--- src/rtl/or_stim_pkg.sv ---
// Shared types and helpers for the OR-gate stimulus sequencer.
// Optional build macro OR_STIM_GRAY_EN selects Gray-coded `a` sequencing.
package or_stim_pkg;

  localparam int unsigned DEFAULT_WIDTH = 4;

  typedef enum logic [1:0] {
    IDLE,
    SWEEP0,
    SWEEP1,
    FIN
  } state_t;

  function automatic logic [31:0] bin2gray(input logic [31:0] idx);
    return idx ^ (idx >> 1);
  endfunction

endpackage

--- src/rtl/or_stim_if.sv ---
// Stimulus/handshake bundle between the sequencer (master) and the gate-side checker (slave).
// PW must equal $clog2(PASSES+1) of the attached or_stim_gen.
interface or_stim_if
  import or_stim_pkg::*;
#(
  parameter int unsigned WIDTH = DEFAULT_WIDTH,
  parameter int unsigned PW    = 1
);

  logic             start;
  logic             step_ready;
  logic [WIDTH-1:0] a;
  logic             en;
  logic             valid;
  logic             busy;
  logic             done;
  logic [PW-1:0]    pass_idx;

  modport master (
    input  start, step_ready,
    output a, en, valid, busy, done, pass_idx
  );

  modport slave (
    output start, step_ready,
    input  a, en, valid, busy, done, pass_idx
  );

endinterface

--- src/rtl/or_stim_dwell_timer.sv ---
// Per-vector dwell counter: expires at DWELL-1 when ready, saturates there while ready is low.
module or_stim_dwell_timer
  import or_stim_pkg::*;
#(
  parameter int unsigned DWELL = 10
) (
  input  logic clk,
  input  logic rst,
  input  logic clear,
  input  logic ready,
  output logic expire
);

  localparam int unsigned CW = (DWELL > 1) ? $clog2(DWELL) : 1;
  localparam logic [CW-1:0] LAST = CW'(DWELL - 1);

  logic [CW-1:0] cnt;

  assign expire = (cnt == LAST) && ready;

  always_ff @(posedge clk) begin
    if (rst || clear) begin
      cnt <= '0;
    end else if (cnt != LAST) begin
      cnt <= cnt + 1'b1;
    end
  end

endmodule

--- src/rtl/or_stim_gen.sv ---
// Synthesizable, restartable sweep of every (a, en) combination for the enabled OR gate.
// Build macro OR_STIM_GRAY_EN: `a` follows the reflected Gray code of the internal index.
module or_stim_gen
  import or_stim_pkg::*;
#(
  parameter int unsigned WIDTH  = DEFAULT_WIDTH,
  parameter int unsigned DWELL  = 10,
  parameter int unsigned PASSES = 1
) (
  input logic       clk,
  input logic       rst,
  or_stim_if.master bus
);

  localparam int unsigned PW = $clog2(PASSES + 1);
  localparam logic [WIDTH-1:0] IDX_LAST = '1;

  state_t           state, state_n;
  logic [WIDTH-1:0] idx, idx_n;
  logic [PW-1:0]    pass, pass_n;
  logic             expire;
  logic             in_sweep;
  logic             sweep_n;
  logic [WIDTH-1:0] a_n;

  logic [WIDTH-1:0] a_q;
  logic             en_q, valid_q, busy_q, done_q;

  assign in_sweep = (state == SWEEP0) || (state == SWEEP1);
  assign sweep_n  = (state_n == SWEEP0) || (state_n == SWEEP1);

  // Clearing outside the sweeps guarantees the count starts at 0 on SWEEP0 entry.
  or_stim_dwell_timer #(
    .DWELL(DWELL)
  ) u_dwell (
    .clk   (clk),
    .rst   (rst),
    .clear (!in_sweep || expire),
    .ready (bus.step_ready),
    .expire(expire)
  );

  always_comb begin
    state_n = state;
    idx_n   = idx;
    pass_n  = pass;
    case (state)
      IDLE: begin
        if (bus.start) begin
          state_n = SWEEP0;
          idx_n   = '0;
          pass_n  = '0;
        end
      end
      SWEEP0: begin
        if (expire) begin
          if (idx == IDX_LAST) begin
            state_n = SWEEP1;
            idx_n   = '0;
          end else begin
            idx_n = idx + 1'b1;
          end
        end
      end
      SWEEP1: begin
        if (expire) begin
          if (idx != IDX_LAST) begin
            idx_n = idx + 1'b1;
          end else begin
            idx_n = '0;
            if ((32'(pass) + 32'd1) < PASSES) begin
              pass_n  = pass + 1'b1;
              state_n = SWEEP0;
            end else begin
              state_n = FIN;
            end
          end
        end
      end
      FIN: begin
        state_n = IDLE;
        pass_n  = '0;
      end
      default: state_n = IDLE;
    endcase
  end

  always_comb begin
    a_n = '0;
    if (sweep_n) begin
`ifdef OR_STIM_GRAY_EN
      a_n = WIDTH'(bin2gray(32'(idx_n)));
`else
      a_n = idx_n;
`endif
    end
  end

  // Outputs are registered from next-state values so they line up with the state they describe.
  always_ff @(posedge clk) begin
    if (rst) begin
      state   <= IDLE;
      idx     <= '0;
      pass    <= '0;
      a_q     <= '0;
      en_q    <= 1'b0;
      valid_q <= 1'b0;
      busy_q  <= 1'b0;
      done_q  <= 1'b0;
    end else begin
      state   <= state_n;
      idx     <= idx_n;
      pass    <= pass_n;
      a_q     <= a_n;
      en_q    <= (state_n == SWEEP1);
      valid_q <= sweep_n;
      busy_q  <= (state_n != IDLE);
      done_q  <= (state_n == FIN);
    end
  end

  assign bus.a        = a_q;
  assign bus.en       = en_q;
  assign bus.valid    = valid_q;
  assign bus.busy     = busy_q;
  assign bus.done     = done_q;
  assign bus.pass_idx = pass;

endmodule

--- src/flat_wrapper.sv ---
// flat-port wrapper written by rule: the top's interface ports become plain ports
module or_stim_gen_flat import or_stim_pkg::*;
#(
  parameter int unsigned WIDTH  = DEFAULT_WIDTH,
  parameter int unsigned DWELL  = 10,
  parameter int unsigned PASSES = 1
)
  (clk, rst, bus_start, bus_step_ready, bus_a, bus_en, bus_valid, bus_busy, bus_done, bus_pass_idx);
  or_stim_if #(.WIDTH(WIDTH), .PW(1)) bus_i ();
  input logic clk;
  input logic rst;
  input wire logic [$bits(bus_i.start)-1:0] bus_start;
  input wire logic [$bits(bus_i.step_ready)-1:0] bus_step_ready;
  output wire logic [$bits(bus_i.a)-1:0] bus_a;
  output wire logic [$bits(bus_i.en)-1:0] bus_en;
  output wire logic [$bits(bus_i.valid)-1:0] bus_valid;
  output wire logic [$bits(bus_i.busy)-1:0] bus_busy;
  output wire logic [$bits(bus_i.done)-1:0] bus_done;
  output wire logic [$bits(bus_i.pass_idx)-1:0] bus_pass_idx;
  assign bus_i.start = bus_start;
  assign bus_i.step_ready = bus_step_ready;
  assign bus_a = bus_i.a;
  assign bus_en = bus_i.en;
  assign bus_valid = bus_i.valid;
  assign bus_busy = bus_i.busy;
  assign bus_done = bus_i.done;
  assign bus_pass_idx = bus_i.pass_idx;
  or_stim_gen #(.WIDTH(WIDTH), .DWELL(DWELL), .PASSES(PASSES)) u_core (.clk(clk), .rst(rst), .bus(bus_i));
endmodule
--- config.mk ---
export PLATFORM = sky130hd
export DESIGN_NAME = or_stim_gen_flat
export DESIGN_NICKNAME = d
export VERILOG_FILES = /design/src/rtl/or_stim_pkg.sv /design/src/rtl/or_stim_if.sv /design/src/rtl/or_stim_dwell_timer.sv /design/src/rtl/or_stim_gen.sv /design/src/flat_wrapper.sv
export SDC_FILE = /design/constraint.sdc
export NUM_CORES = 1
export LEC_CHECK = 0
export ABC_AREA = 1
export BUFFER_PORTS_ARGS = -buffer_cell sky130_fd_sc_hd__buf_4
export CAP_MARGIN = 20
export CORE_MARGIN = 2
export CORE_UTILIZATION = 48
export CTS_CLUSTER_DIAMETER = 60
export DETAILED_ROUTE_END_ITERATION = 16
export PLACE_DENSITY = 0.71
export SLEW_MARGIN = 15
export SYNTH_ARGS = -nofsm -noshare
export SYNTH_HDL_FRONTEND = slang
export SYNTH_HIERARCHICAL = 1
export SYNTH_SLANG_ARGS = --single-unit
export TNS_END_PERCENT = 1
--- constraint.sdc ---
create_clock -name clk -period 1.78 [get_ports clk]
set_input_delay 0.356 -clock clk [delete_from_list [all_inputs] [get_ports clk]]
set_output_delay 0.356 -clock clk [all_outputs]
set_load 0.01 [all_outputs]
==> impl_metrics.csv <==
group,metric,value,unit
power_and_ir_drop,power.total,892,µW
placed_design,routabilityCongestion,0.883,
power_and_ir_drop,leakage,0.579,nW
routing,remaining_drc_errors,0,
floorplan,coreArea,1940,µm²
power_and_ir_drop,swShare,29.8,%
power_and_ir_drop,clkPwrFrac,23.6,%
logic_synthesis,ys_warn_count,6,
routing,firstDrtPassIters,4,
global_route,grt_max_degree,13,
routing,wl,1.79,mm
sta,min_period,1660,ps
sta,fin_skew,1.69,ps
sta,worst_slew_pin_slew,212,ps
global_route,grt_pass1_wl,3.27,mm
global_route,grt_pass1_vias,809,
logic_synthesis,synth_edf_count,0,
sta,hold_viol_final,0,
hold_path,hp-class,"input port to register",
logic_synthesis,synth-seq-cells,19,
setup_path,worstPathArrival,1890,ps
floorplan,rows,16,
sta,fmax,602,MHz
clock_tree,cts-root-buf,"clkbuf_4",
logic_synthesis,ys_seq_area_share,38.7,%
routing,ant_nets,0,
power_and_ir_drop,p_seq_share,51.3,%
setup_path,cp_max_fo,4,
global_route,antenna_found_initial,0,
setup_path,cp-start-kind,"register",
routing,vias_per_cell,4.67,
floorplan,ioPinCount,13,
clock_tree,clock_latency,280,ps
finish,nets,169,
power_and_ir_drop,internal-power,626,µW
power_and_ir_drop,irDropWorstVdd,483,µV
setup_path,setup.worst_path.class,"register to register",
placed_design,place_area,1180,µm²
placed_design,dp_cells,176,
clock_tree,cts_buffers,3,
global_route,grt_overflow,0,
logic_synthesis,async_reset_ff_share,0,%
floorplan,chipHeight,49.2,µm
clock_tree,cts_tree,"yes",
clock_tree,cts_setup_buffers,0,
power_and_ir_drop,p_switching,266,µW
run_status,outcome,"finished, final reports clean",
clock_tree,clockBufferDepth,2,
logic_synthesis,syn_inst,129,
logic_synthesis,syn-num-nets,144,
finish,syn_to_final_growth,27.8,%
logic_synthesis,syn_area_per_cell,7.61,µm²
clock_tree,cts.clk_slew.worst_paths,110,ps
sta,setup_violations,0,
clock_tree,clock_sinks,19,
sta,min_period_over_period,93.3,%
routing,drt_first_iter_violations,16,
logic_synthesis,yosys_most_used_dff,"dfxtp_1",
logic_synthesis,yosysTopAreaCellShare,38.7,%
logic_synthesis,synth.distinct_cells,20,
flow_run,cap_violations,0,
power_and_ir_drop,p_per_area,711,nW/µm²
routing,vias,841,
finish,fin_area,1250,µm²
sta,slew_headroom,85.8,%
finish,drive_gt1_share,32.0,%
setup_path,endpoint_kind,"register",
finish,num_antenna_cells,0,
routing,detail_route.wl_per_cell,9.92,µm
finish,stdcell_count,180,
logic_synthesis,yosysTopAreaCell,"dfxtp_1",
floorplan,dieWidth,49.2,µm
clock_tree,htreeDepth,1,
placed_design,portBuffers,12,
setup_path,crit_required,2010,ps
placed_design,hpwlAfterDp,1.38,mm
logic_synthesis,syn_area,982,µm²
power_and_ir_drop,power_frac_comb,25.1,%
logic_synthesis,synthTopCellsByArea,"dfxtp_1 39%, ha_1 14%, nand2_1 9.9%",
sta,report.final.slew_viol_count,0,
floorplan,die_area,2420,µm²
floorplan,start_util,50.6,%
global_route,grt_usage,16.8,%
-- power by group through the flow --
stage          Combinational, mW  Clock (mW)  Sequential, mW
6_report                   0.224       0.211           0.457
5_1_grt                    0.252       0.241           0.460
4_1_cts                    0.213       0.222           0.455
3_5_place_dp               0.199           0           0.464
3_3_place_gp               0.191           0           0.464
2_1_floorplan              0.121           0           0.471
-- worst max-delay path, cell delays in order (launching register included) --
cell	delay [ps]
dfxtp_2	340
inv_2	60
ha_4	130
nand3_4	70
nor2_4	100
nand2_2	80
o21bai_1	120
nand2_1	60
nand2_1	70
nand2_2	70
ha_4	230
nor2_4	120
inv_2	70
a21oi_1	110
-- sequential cells by signal, indices dropped and copies added, names as in the netlist --
register / flops
u_core/bus.busy: 1
u_core/state: 2
u_core/bus.valid: 1
u_core/bus.done: 1
u_core/bus.a: 4
u_core/idx: 4
u_core/bus.en: 1
u_core/bus.pass_idx: 1
u_core/u_dwell/cnt: 4
-- per-stage QoR --
step | setup TNS [ps] | setup slack (ps) | hold slack [ps] | util, %
2_1_floorplan | 0 | 13.9 | 439 | -
3_3_place_gp | 0 | 45.2 | 505 | 60.8
3_5_place_dp | -171 | -57.8 | 523 | 60.8
4_1_cts | 0 | 16.9 | 346 | 63.5
5_1_grt | -10.5 | -10.5 | 363 | 64.6
6_report | 0 | 119 | 358 | 64.6
-- synth_stat cells (2+ instances only) --
| master | number |
|---|---|
| nor2_1 | 24 |
| nand3_1 | 3 |
| nand2_2 | 4 |
| a21oi_1 | 7 |
| dfxtp_1 | 19 |
| o21ai_1 | 2 |
| nand2_1 | 26 |
| inv_2 | 2 |
| nor2_2 | 3 |
| o21bai_1 | 2 |
| inv_1 | 18 |
| ha_1 | 11 |
-- placed cells by master, fill, tap and decap left out, drive strengths merged --
master	instances
nor2	28
a21oi	7
clkinv	1
o211ai	1
o21bai	2
inv	20
a22oi	1
o21ai	3
dfxtp	19
nand2	30
clkbuf	3
ha	11
xnor2	1
buf	21
nand3	4
nor3b	1
-- routing by layer --
layer / track usage, % / part of all wire (%) / vias up
met5: 0 / 0 / -
met4: 2.86 / 0 / 0
met3: 3.68 / 3.1 / 0
met2: 28.6 / 48 / 13
met1: 21.8 / 49 / 384
li1: - / - / 444
-- what timing repair did --
item                       CTS  global route
resized for setup            6             6
hold buffers                 0             0
setup endpoints to repair    4             5
pin swaps                    2             0
hold endpoints to repair     0             0
-- worst paths after layout --
check	startpoint	end	slack, ps	depth (start not counted)
worst max-delay path	u_core/u_dwell/cnt[1]	u_core/bus.a[0]	120	13
worst min-delay path	rst	u_core/state[1]	360	2
worst max register to register	u_core/u_dwell/cnt[1]	u_core/bus.a[0]	120	13
worst min register to register	u_core/idx[0]	u_core/bus.a[0]	550	2
-- final cells by class --
| type | instances | area (µm²) |
|---|---|---|
| Fill cell | 165 | 687 |
| Timing Repair Buffer | 21 | 158 |
| Sequential cell | 19 | 385 |
| Inverter | 20 | 75.1 |
| Clock inverter | 1 | 5.00 |
| Clock buffer | 3 | 22.5 |
| Multi-Input combinational cell | 89 | 576 |
| Tap cell | 27 | 33.8 |
-- logic make-up after synthesis --
group           synth area share, %
simple gates                   30.2
buf+inv                        8.02
flops                          38.7
compound gates                 8.15
fa+ha+maj                      14.0
xor+xnor                      0.892
Note: power is estimated with default switching activity, not from simulation.
